===== config.mk =====
export PLATFORM = sky130hd
export DESIGN_NAME = fifo_sync_ctrl
export DESIGN_NICKNAME = d
export VERILOG_FILES = /design/src/rtl/fifo_pkg.sv /design/src/rtl/fifo_ram.sv /design/src/rtl/fifo_sync_ctrl.sv
export SDC_FILE = /design/constraint.sdc
export NUM_CORES = 1
export LEC_CHECK = 0
export ABC_AREA = 1
export ABC_CLOCK_PERIOD_IN_PS = 3600
export BUFFER_PORTS_ARGS = -buffer_cell sky130_fd_sc_hd__buf_4
export CORE_AREA = 2 2 176 178
export DETAILED_ROUTE_END_ITERATION = 8
export DIE_AREA = 0 0 178 180
export PLACE_DENSITY_LB_ADDON = 0.25
export SLEW_MARGIN = 20
export SYNTH_ARGS = -nofsm -noshare
export SYNTH_HDL_FRONTEND = slang
export SYNTH_HIERARCHICAL = 1
export SYNTH_SLANG_ARGS = --single-unit

===== constraint.sdc =====
create_clock -name CLOCK -period 3.6 [get_ports CLOCK]
set_input_delay 1.08 -clock CLOCK [delete_from_list [all_inputs] [get_ports CLOCK]]
set_output_delay 1.08 -clock CLOCK [all_outputs]
set_load 0.02 [all_outputs]

===== src/rtl/fifo_pkg.sv =====
// Shared sizing, types and FSM encoding for the 32x8 synchronous FIFO.
package fifo_pkg;

  localparam int unsigned DATA_W = 8;
  localparam int unsigned ADDR_W = 5;
  localparam int unsigned DEPTH  = 1 << ADDR_W;

  typedef logic [DATA_W-1:0] data_t;
  typedef logic [ADDR_W-1:0] ptr_t;
  typedef logic [ADDR_W:0]   cnt_t;

  typedef enum logic [1:0] {
    EMPTY   = 2'd0,
    PARTIAL = 2'd1,
    FULL    = 2'd2
  } fifo_state_t;

endpackage


===== src/rtl/fifo_ram.sv =====
// Dual-port storage: synchronous write port, asynchronous read port, no reset.
module fifo_ram #(
  parameter int unsigned DATA_W = fifo_pkg::DATA_W,
  parameter int unsigned ADDR_W = fifo_pkg::ADDR_W
) (
  input  logic              i_clk,
  input  logic              i_we,
  input  logic [ADDR_W-1:0] i_waddr,
  input  logic [DATA_W-1:0] i_wdata,
  input  logic [ADDR_W-1:0] i_raddr,
  output logic [DATA_W-1:0] o_rdata
);

  logic [DATA_W-1:0] r_mem [1 << ADDR_W];

  always_ff @(posedge i_clk) begin
    if (i_we) begin
      r_mem[i_waddr] <= i_wdata;
    end
  end

  assign o_rdata = r_mem[i_raddr];

endmodule


===== src/rtl/fifo_sync_ctrl.sv =====
// Single-clock first-word-fall-through FIFO controller: pointers, word count,
// EMPTY/PARTIAL/FULL state machine and active-low flags around fifo_ram.
module fifo_sync_ctrl #(
  parameter int unsigned DATA_W = fifo_pkg::DATA_W,
  parameter int unsigned ADDR_W = fifo_pkg::ADDR_W
) (
  input  logic              CLOCK,
  input  logic              RESET_N,
  input  logic              CLEAR_N,
  input  logic              WRITE,
  input  logic              READ,
  input  logic [DATA_W-1:0] DATA_IN,
  output logic [DATA_W-1:0] DATA_OUT,
  output logic              F_FULL_N,
  output logic              F_EMPTY_N,
  output logic [ADDR_W-1:0] USE_DW,
  output logic [1:0]        state,
  output logic [1:0]        nextstate
);

  import fifo_pkg::*;

  localparam int unsigned     LP_DEPTH     = 1 << ADDR_W;
  localparam logic [ADDR_W:0] LP_CNT_ONE   = (ADDR_W+1)'(1);
  localparam logic [ADDR_W:0] LP_CNT_LAST  = (ADDR_W+1)'(LP_DEPTH - 1);
  localparam logic [ADDR_W-1:0] LP_PTR_ONE = ADDR_W'(1);

  logic [ADDR_W-1:0] r_wp;
  logic [ADDR_W-1:0] r_rp;
  logic [ADDR_W:0]   r_count;
  fifo_state_t       r_state;
  fifo_state_t       w_next;
  logic              w_wr;
  logic              w_rd;
  logic              w_we;
  logic [DATA_W-1:0] w_rdata;

  // A write into a full FIFO is accepted only when a read frees a slot on the same edge.
  assign w_wr = WRITE & ((r_state != FULL) | READ);
  assign w_rd = READ & (r_state != EMPTY);
  assign w_we = w_wr & CLEAR_N;

  always_comb begin
    w_next = r_state;
    if (!CLEAR_N) begin
      w_next = EMPTY;
    end else begin
      case (r_state)
        EMPTY: begin
          if (w_wr) w_next = PARTIAL;
        end
        PARTIAL: begin
          if (w_rd && !w_wr && r_count == LP_CNT_ONE) begin
            w_next = EMPTY;
          end else if (w_wr && !w_rd && r_count == LP_CNT_LAST) begin
            w_next = FULL;
          end
        end
        FULL: begin
          if (w_rd && !w_wr) w_next = PARTIAL;
        end
        default: w_next = EMPTY;
      endcase
    end
  end

  always_ff @(posedge CLOCK or negedge RESET_N) begin
    if (!RESET_N) begin
      r_wp    <= '0;
      r_rp    <= '0;
      r_count <= '0;
      r_state <= EMPTY;
    end else if (!CLEAR_N) begin
      r_wp    <= '0;
      r_rp    <= '0;
      r_count <= '0;
      r_state <= EMPTY;
    end else begin
      if (w_wr) r_wp <= r_wp + LP_PTR_ONE;
      if (w_rd) r_rp <= r_rp + LP_PTR_ONE;
      case ({w_wr, w_rd})
        2'b10:   r_count <= r_count + LP_CNT_ONE;
        2'b01:   r_count <= r_count - LP_CNT_ONE;
        default: r_count <= r_count;
      endcase
      r_state <= w_next;
    end
  end

  fifo_ram #(
    .DATA_W (DATA_W),
    .ADDR_W (ADDR_W)
  ) u_ram (
    .i_clk   (CLOCK),
    .i_we    (w_we),
    .i_waddr (r_wp),
    .i_wdata (DATA_IN),
    .i_raddr (r_rp),
    .o_rdata (w_rdata)
  );

  assign DATA_OUT  = (r_state == EMPTY) ? '0 : w_rdata;
  assign F_EMPTY_N = (r_state != EMPTY);
  assign F_FULL_N  = (r_state != FULL);
  assign USE_DW    = r_count[ADDR_W-1:0];
  assign state     = r_state;
  assign nextstate = w_next;

endmodule


==> results.md, run 1 <==
Status:
- The run finished with clean final reports.

Logic synthesis:
- The portion of synthesized cell area occupied by the leading cell type is 64.7%.
- The synthesized design spends more area on one cell type than any other, namely edfxtp_1.
- The sequential area share after synthesis is between 60% and 70%.
- The gate count after technology mapping is 1088.
- The predominant post-synthesis flop cell is edfxtp_1.
- For this run, the number of Yosys warnings is 6.
- The number of synthesized register bits is 274.
- Averaged over all synthesized cells, the footprint is 10.9 um^2.
- After synthesis, the share of flip-flops with an asynchronous set or reset is around 6.6%.
- In this run, distinct cell masters in the synthesized netlist total 29.
- Counting instances in the post-synthesis netlist gives the leading cell types as nand2_1, edfxtp_1, nand3_1, nor2_1, inv_1.
- By area the synthesized netlist is led by edfxtp_1, nand2_1, nand3_1.
- The count of flip-flops with a built-in enable after synthesis is 256.
- The total nets after synthesis is about 1100.
- The post-synthesis instance area is 11900 um^2.
- The most frequent cell after synthesis is nand2_1.

Detailed routing:
- The post-detailed-route DRC marker count is 0.
- After detailed routing, the number of vias per cell comes to 5.20.
- The number of DRC violations after detailed-routing iteration 0 is 784.
- In the final routed layout, each cell accounts on average for around 19 um.
- The final routed wirelength across all metal layers is 30500 um.
- The first-pass iteration count of the detailed router is 5.
- The number of nets with antenna violations after routing is 0.
- The final route contains 8182 vias.

Worst setup path:
- In this design, the critical path's most frequently occurring cell is nand2_1.
- The buffers plus inverters on the worst setup path is 4.
- For the worst setup path, the data arrival time is around 2.5 ns.
- The required time of the critical path is 2.52 ns.
- The most critical setup path has its startpoint at r_rp[0].
- The delay of the slowest critical-path stage is 0.59 ns.
- Grouping stages by cell kind, the critical path spends the most delay in simple AND/OR/NAND/NOR gates.
- The reg-to-reg startpoint is state[1].
- The kind of capture point of the worst setup path is an output pin.
- For this design, the slowest cell found on the critical path is dfrtp_4.
- The critical path startpoint category is a flip-flop.
- By startpoint and endpoint, the worst setup path is classified as reg2out.
- Of all nets on the critical path, the largest fanout is 7.
- The critical path goes through buf_6 -> clkbuf_16 -> nand2_1 -> nand3_1 -> nand3_2 -> nand2_1 -> nand2_1 -> nand2_1 -> nand2_1 -> nand2_1 -> inv_1 -> nor2_1 -> buf_4.

Timing:
- Static timing analysis puts the maximum clock frequency at about 0.28 GHz.
- The number of failing hold endpoints at the final stage was 0.
- Setup violations remaining at the end of the flow were counted as 0.
- The total negative setup slack is 0 ns.
- The slew at the pin closest to its max-slew limit is a little under 0.9 ns.
- Headroom to the max-slew limit came out at between 40% and 50%.
- Setup repair after global routing could not meet its margin everywhere.
- The number of max-slew violations in the final report is 0.
- Once routing completed, OpenROAD measured the worst setup slack at 0.0201 ns.
- The final setup skew is 0.0114 ns.
- The worst path in the final design needs a cycle of 3.58 ns, including I/O delays and setup.
- The share of the cycle needed by the critical path after routing is 99.4%.

Floorplan:
- Row generation in the floorplan step produced 64 rows.
- The initial standard-cell utilization of the core is 39.4%.
- The floorplan step defined a core boundary enclosing 30200 um^2.
- The area enclosed by the die boundary is 32000 um^2.
- The count of boundary I/O pins is 32.
- The die boundary width is approximately 180 um.
- From bottom edge to top edge, the die measures 180 um.

Global route:
- The first global-routing pass estimated 45100 um of wire.
- The global-route usage over all layers is 18.2%.
- Summed over all layers, the global routing overflow is 0.
- The number of global-route vias before repair is between 7000 and 8000.
- The number of antenna violations at the first check in global routing came to 0.
- The maximum number of pins on one net before global-route repair is 56.

Clocking:
- The clock tree from TritonCTS is yes.
- For the worst-skew pair, the clock arrives at the later sink with an insertion delay of roughly 0.55 ns.
- The number of buffers created by CTS is 29.
- In this run the number of H-tree levels came out at 1.
- CTS placed an instance of clkbuf_16 at the clock tree root.
- The clock-pin slew on the worst setup and hold paths is 0.06 ns.
- In this run the deepest clock path goes through 3 buffers.
- Counting every sink on the clock net gives 274.

Run:
- The number of max-capacitance violations reported is 0.

Place:
- The congestion estimate from routability-driven global placement came to 0.858.
- The post-detailed-placement half-perimeter wirelength is 16500 um.
- The port buffer count is 31.
- The worst setup timing slack at the placement stage is between 0.5 and 0.6 ns.

Hold path:
- The tightest min-delay check is of the in2async type.

Power:
- The total power density per cell area is 510 nW/um^2.
- VDD sags by at most 344 uV.
- Summed over all cells, the static leakage comes to 5.39 nW.

Cells and area:
- The area growth from synthesis to layout is 18.7%.
- The number of fill cells is 2722.
- Cells fill 46.7% of the core in the end.
- The count of antenna diodes in the layout is 0.
- The fraction of final layout cells sized beyond drive strength 1 is between 10% and 20%.
- The final layout contains 1172 nets.
## path summary, 6_finish.rpt
| check | endpoint | depth (start not counted) | slack [ns] |
|---|---|---|---|
| setup / recovery | DATA_OUT[7] | 13 | 0.02 |
| max in group asynchronous | r_rp[0] | 1 | 2.96 |
| hold / removal | r_count[5] | 1 | 0.40 |
| setup reg to reg | u_ram/r_mem[12][6] | 8 | 1.31 |
| min in group CLOCK | r_count[5] | 2 | 0.58 |
| hold reg to reg | r_count[5] | 2 | 0.58 |
## layout make-up
cell class / instances / area [um^2] / area share (%)
tap: 396 / 495 / 3.51
sequential: 274 / 8140 / 57.8
multi-input combinational: 712 / 3230 / 22.9
inverter: 42 / 170 / 1.21
clock buffer: 34 / 744 / 5.28
timing repair inverter: 1 / 16.3 / 0.115
timing repair buffer: 94 / 1070 / 7.62
clock inverter: 20 / 225 / 1.60
## cells in the final DEF, fill, tap and decap left out, drive strengths merged, types with 2 or more instances in the layout
master    n
nor2     55
clkbuf   43
nand4     4
bufinv    5
ha        5
nand3   219
o21ai    13
dfrtp    18
clkinv   16
inv      42
o211ai    2
nor3      3
edfxtp  256
buf      85
nand2   398
xor2      3
a21oi     7
## per-layer routing
metal | global-route usage (%) | part of all wire, %
met3 | 3.19 | 6.5
met4 | 5.77 | 2.6
met1 | 26.3 | 45
met5 | 0 | 0
met2 | 27.9 | 46
## power by group
group | leakage, nW | total [mW] | switching (mW) | internal, mW
Clock | 0.479 | 3.05 | 1.22 | 1.83
Combinational | 2.36 | 0.604 | 0.387 | 0.217
Sequential | 2.54 | 3.53 | 0.0284 | 3.50
Total | 5.39 | 7.19 | 1.63 | 5.55
## flip-flops by register name (all words and copies together), names as in the netlist
signal / flops
r_wp: 5
state: 2
r_count: 6
r_rp: 5
u_ram/r_mem: 256
## stage by stage
stage / cells / total power [mW] / area (um^2) / hold WS, ns
after detailed placement: 1498 / 4.09 / 12500 / 0.559
after floorplan: 1088 / 3.93 / 11900 / 0.431
after CTS: 1555 / 7.16 / 13600 / 0.391
final: 1573 / 7.19 / 14100 / 0.399
after global routing: 1573 / 7.43 / 14100 / 0.400
after global placement: 1498 / 4.08 / 12500 / 0.552
## timing repair
| action | in CTS | in global routing |
|---|---|---|
| cloned | 3 | 14 |
| setup endpoints to repair | 8 | 8 |
| hold buffers | 0 | 0 |
| gates resized for setup | 8 | 45 |
| pin swaps | 0 | 18 |
| buffers inserted | 0 | 4 |
## kinds of logic (layout without fill, tap and decap cells)
family,count (synthesis),in the layout,share of synthesized area [%]
compound gates,24,24,1.08
xor+xnor,4,4,0.295
fa+ha+maj,5,5,0.527
buf+inv,102,191,5.20
simple gates,679,679,24.4
flops,274,274,68.5
Power figures use the tool's default switching activity.
==> inputs of run 2 (changes only) <==
--- a/config.mk
+++ b/config.mk
@@ -12,6 +12,7 @@
 export DETAILED_ROUTE_END_ITERATION = 8
 export DIE_AREA = 0 0 178 180
 export PLACE_DENSITY_LB_ADDON = 0.25
+export SETUP_SLACK_MARGIN = 0.05
 export SLEW_MARGIN = 20
 export SYNTH_ARGS = -nofsm -noshare
 export SYNTH_HDL_FRONTEND = slang
==> run 2 against run 1 <==
  * Utilization is 0.79 points higher
  * Design area is 1.7% higher
  * Clock power hardly changed
  * Clock-buffer cell count stayed put
  * Global-route usage is 0.24 points higher
  * First-iteration DRC count is 2.3% lower
  * Sequential power hardly changed
  * Final cell count stayed put
  * Via count hardly changed
  * Total power is 0.35% higher
  * Fmax is 1.5% higher
  * Critical endpoint unchanged
==> results.md, run 2 (synthesized netlist as in run 1, its figures left out) <==
Global route:
- The global-route usage over all layers was 18.4% (+0.24 points).
- The number of global-route vias before repair came to 7985 (+0.66%).
- The global route total overflow is 0 (unchanged).
- The maximum number of pins on one net before global-route repair was 56 (unchanged).
- The global-route wire length before repair came to 45600 um (+1.1%).
- The number of antenna violations at the first check in global routing is 0 (unchanged).

Clocking:
- The H-tree depth is 1 (unchanged).
- The maximum number of buffers from clock root to sink was 3 (unchanged).
- The clock latency on the worst-skew pair came to 0.55 ns (about the same).
- The clock net sink count is 274 (unchanged).
- The clock root buffer is clkbuf_16.
- The clock-pin slew on the worst setup and hold paths came to 0.06 ns (about the same).
- TritonCTS built the clock tree.
- The number of buffers created by CTS came to 29 (unchanged).

Timing:
- The final critical-path required period is 3.53 ns (-0.0515 ns).
- The share of the cycle needed by the critical path after routing is 98.0% (-1.4 points).
- The total negative setup slack came to 0 ns (unchanged).
- Setup repair after global routing could not meet its margin everywhere.
- The number of failing hold endpoints at the final stage is 0 (unchanged).
- The minimum hold slack is 0.403 ns (+0.00398 ns).
- The worst slew slack as a fraction of its limit is 42.9% (+0.65 points).
- The final count of negative-setup-slack endpoints is 0 (unchanged).
- The number of max-slew violations in the final report was 0 (unchanged).
- The final setup skew came to 0.0107 ns (-0.000697 ns).
- The slew at the pin closest to its max-slew limit is 0.855 ns (-0.00978 ns).
- The highest clock rate is 0.283 GHz (+1.5%).

Cells and area:
- The final cell count without fillers is 1573 (unchanged).
- The largest registers in the layout are u_ram/r_mem x256, r_count x6.
- The flip-flop count of the largest register, all copies and words added is 256 (unchanged).
- The final instance area was 14300 um^2 (+1.7%).
- The register with the most flip-flops is u_ram/r_mem.
- The count of antenna diodes in the layout is 0 (unchanged).
- Leaving out fill and tap cells, the most frequent cell in the layout is nand2_1.
- In the layout the commonest cells are nand2_1, edfxtp_1, nand3_1.
- The fraction of final layout cells sized beyond drive strength 1 is 20.7% (+4.7 points).
- The final layout net count was 1172 (unchanged).
- The final design utilization was 47.5% (+0.79 points).
- The area growth from synthesis to layout is 20.7%.

Place:
- The post-detailed-placement half-perimeter wirelength is 16500 um (unchanged).
- The port buffer count is 31 (unchanged).
- The standard cell area after detailed placement came to 12500 um^2 (unchanged).
- The placer's final routability congestion estimate was 0.858 (unchanged).
- The number of placed instances with taps included is 1498 (unchanged).

Worst setup path:
- The worst path arrival time is 2.45 ns (-0.05 ns).
- The worst setup path is captured at an output pin.
- The worst reg-to-reg path cell count was 8 (unchanged).
- The worst reg-to-reg setup slack is 1.28 ns (-0.03 ns).
- The worst setup path is of the reg2out kind.
- The worst flop-to-flop path endpoint is u_ram/r_mem[16][1].
- The required time of the critical path is 2.52 ns (about the same).
- The top fanout value on the critical path came to 8 (+1).
- The critical path startpoint category is a flip-flop.
- The reg-to-reg startpoint is state[1].

Floorplan:
- The number of placement rows is 64 (unchanged).
- The area enclosed by the die boundary came to 32000 um^2 (unchanged).
- The die boundary width is 178 um (unchanged).
- The count of boundary I/O pins is 32 (unchanged).
- The placeable core area is 30200 um^2 (unchanged).
- The initial standard-cell utilization of the core came to 39.4% (unchanged).
- The height of the chip is 180 um (unchanged).

Detailed routing:
- The post-detailed-route DRC marker count came to 0 (unchanged).
- The number of DRC violations after detailed-routing iteration 0 is 766 (-2.3%).
- The first-pass iteration count of the detailed router is 9 (+4).
- The via density per instance is 5.20 (about the same).
- The total vias in the final route is 8185 (+0.037%).
- The wire length per cell came to 19.4 um (+0.25%).
- The number of nets with antenna violations after routing came to 0 (unchanged).
- The final routed wirelength across all metal layers is 30600 um (+0.25%).

Power:
- The leakage component of the power is 5.44 nW (+1.0%).
- The total power density per cell area was 503 nW/um^2 (-1.3%).
- The worst supply voltage drop on vdd is 344 uV (+0.11%).

Run:
- The number of max-capacitance violations reported is 0 (unchanged).

Hold path:
- The tightest min-delay check is of the in2async type.

Status:
- The run finished with clean final reports.
## run 2: changes by cell type in the layout (fill, tap and decap cells not counted), sizes merged
cell      before  now
clkinvlp       0    1
buf           85   88
clkbuf        43   41
clkinv        16   15
inv           42   41
## run 2: routing by layer
layer	routed length, um	vias up	track usage (%)
met1	14000	4001	26.8
met5	0	-	0
li1	-	3870	-
met3	1800	63	3.07
met2	13900	251	28.3
met4	813	0	5.84
## run 2: area by class of cell
type	count	area [um^2]
well taps	396	495
clock buffers	34	744
fillers	2708	15900
flip-flops and latches	274	8140
multi-input cells	712	3430
repair buffers	95	1120
clock inverters	20	225
inverters	42	174
## run 2: how the worst max path moves through the flow
| stage | startpoint | endpoint | slack, ns | cells past startpoint |
|---|---|---|---|---|
| after floorplan | READ | nextstate[1] | 0.71 | 6 |
| after global placement | r_rp[1] | DATA_OUT[1] | 0.51 | 12 |
| after CTS | r_rp[0] | DATA_OUT[7] | 0.03 | 14 |
| final | r_rp[0] | DATA_OUT[7] | 0.07 | 14 |
| after detailed placement | r_rp[1] | DATA_OUT[0] | 0.51 | 12 |
| after global routing | r_rp[0] | DATA_OUT[2] | -0.01 | 14 |
## run 2: worst max-delay path: stages, from the launching register on
cell	delay, ns
dfrtp_4	0.56
clkinv_8	0.15
buf_8	0.13
clkbuf_16	0.15
nand2_2	0.06
nand3_2	0.06
nand3_2	0.09
nand2_1	0.09
nand2_1	0.06
nand2_1	0.11
nand2_2	0.08
nand2_2	0.09
inv_1	0.04
nor2_1	0.09
buf_4	0.16
## run 2: what timing repair did
action / 4_1_cts / 5_1_grt
gates resized for setup: 17 / 98
setup buffers: 4 / 3
endpoints found under the setup margin: 8 / 8
gates cloned: 5 / 10
pin swaps: 1 / 47
hold buffers: 0 / 0
## run 2: through the flow
stage	power, mW	setup WS, ns
after detailed placement	4.09	0.509
final	7.21	0.0716
after global routing	7.46	-0.0137
after floorplan	3.93	0.705
after global placement	4.08	0.513
after CTS	7.19	0.0332
## run 2: report_power, final
group	switching [mW]	internal, mW	leakage (nW)	total, mW
logic	0.398	0.231	2.42	0.628
registers	0.0266	3.50	2.54	3.53
clock network	1.22	1.83	0.479	3.05
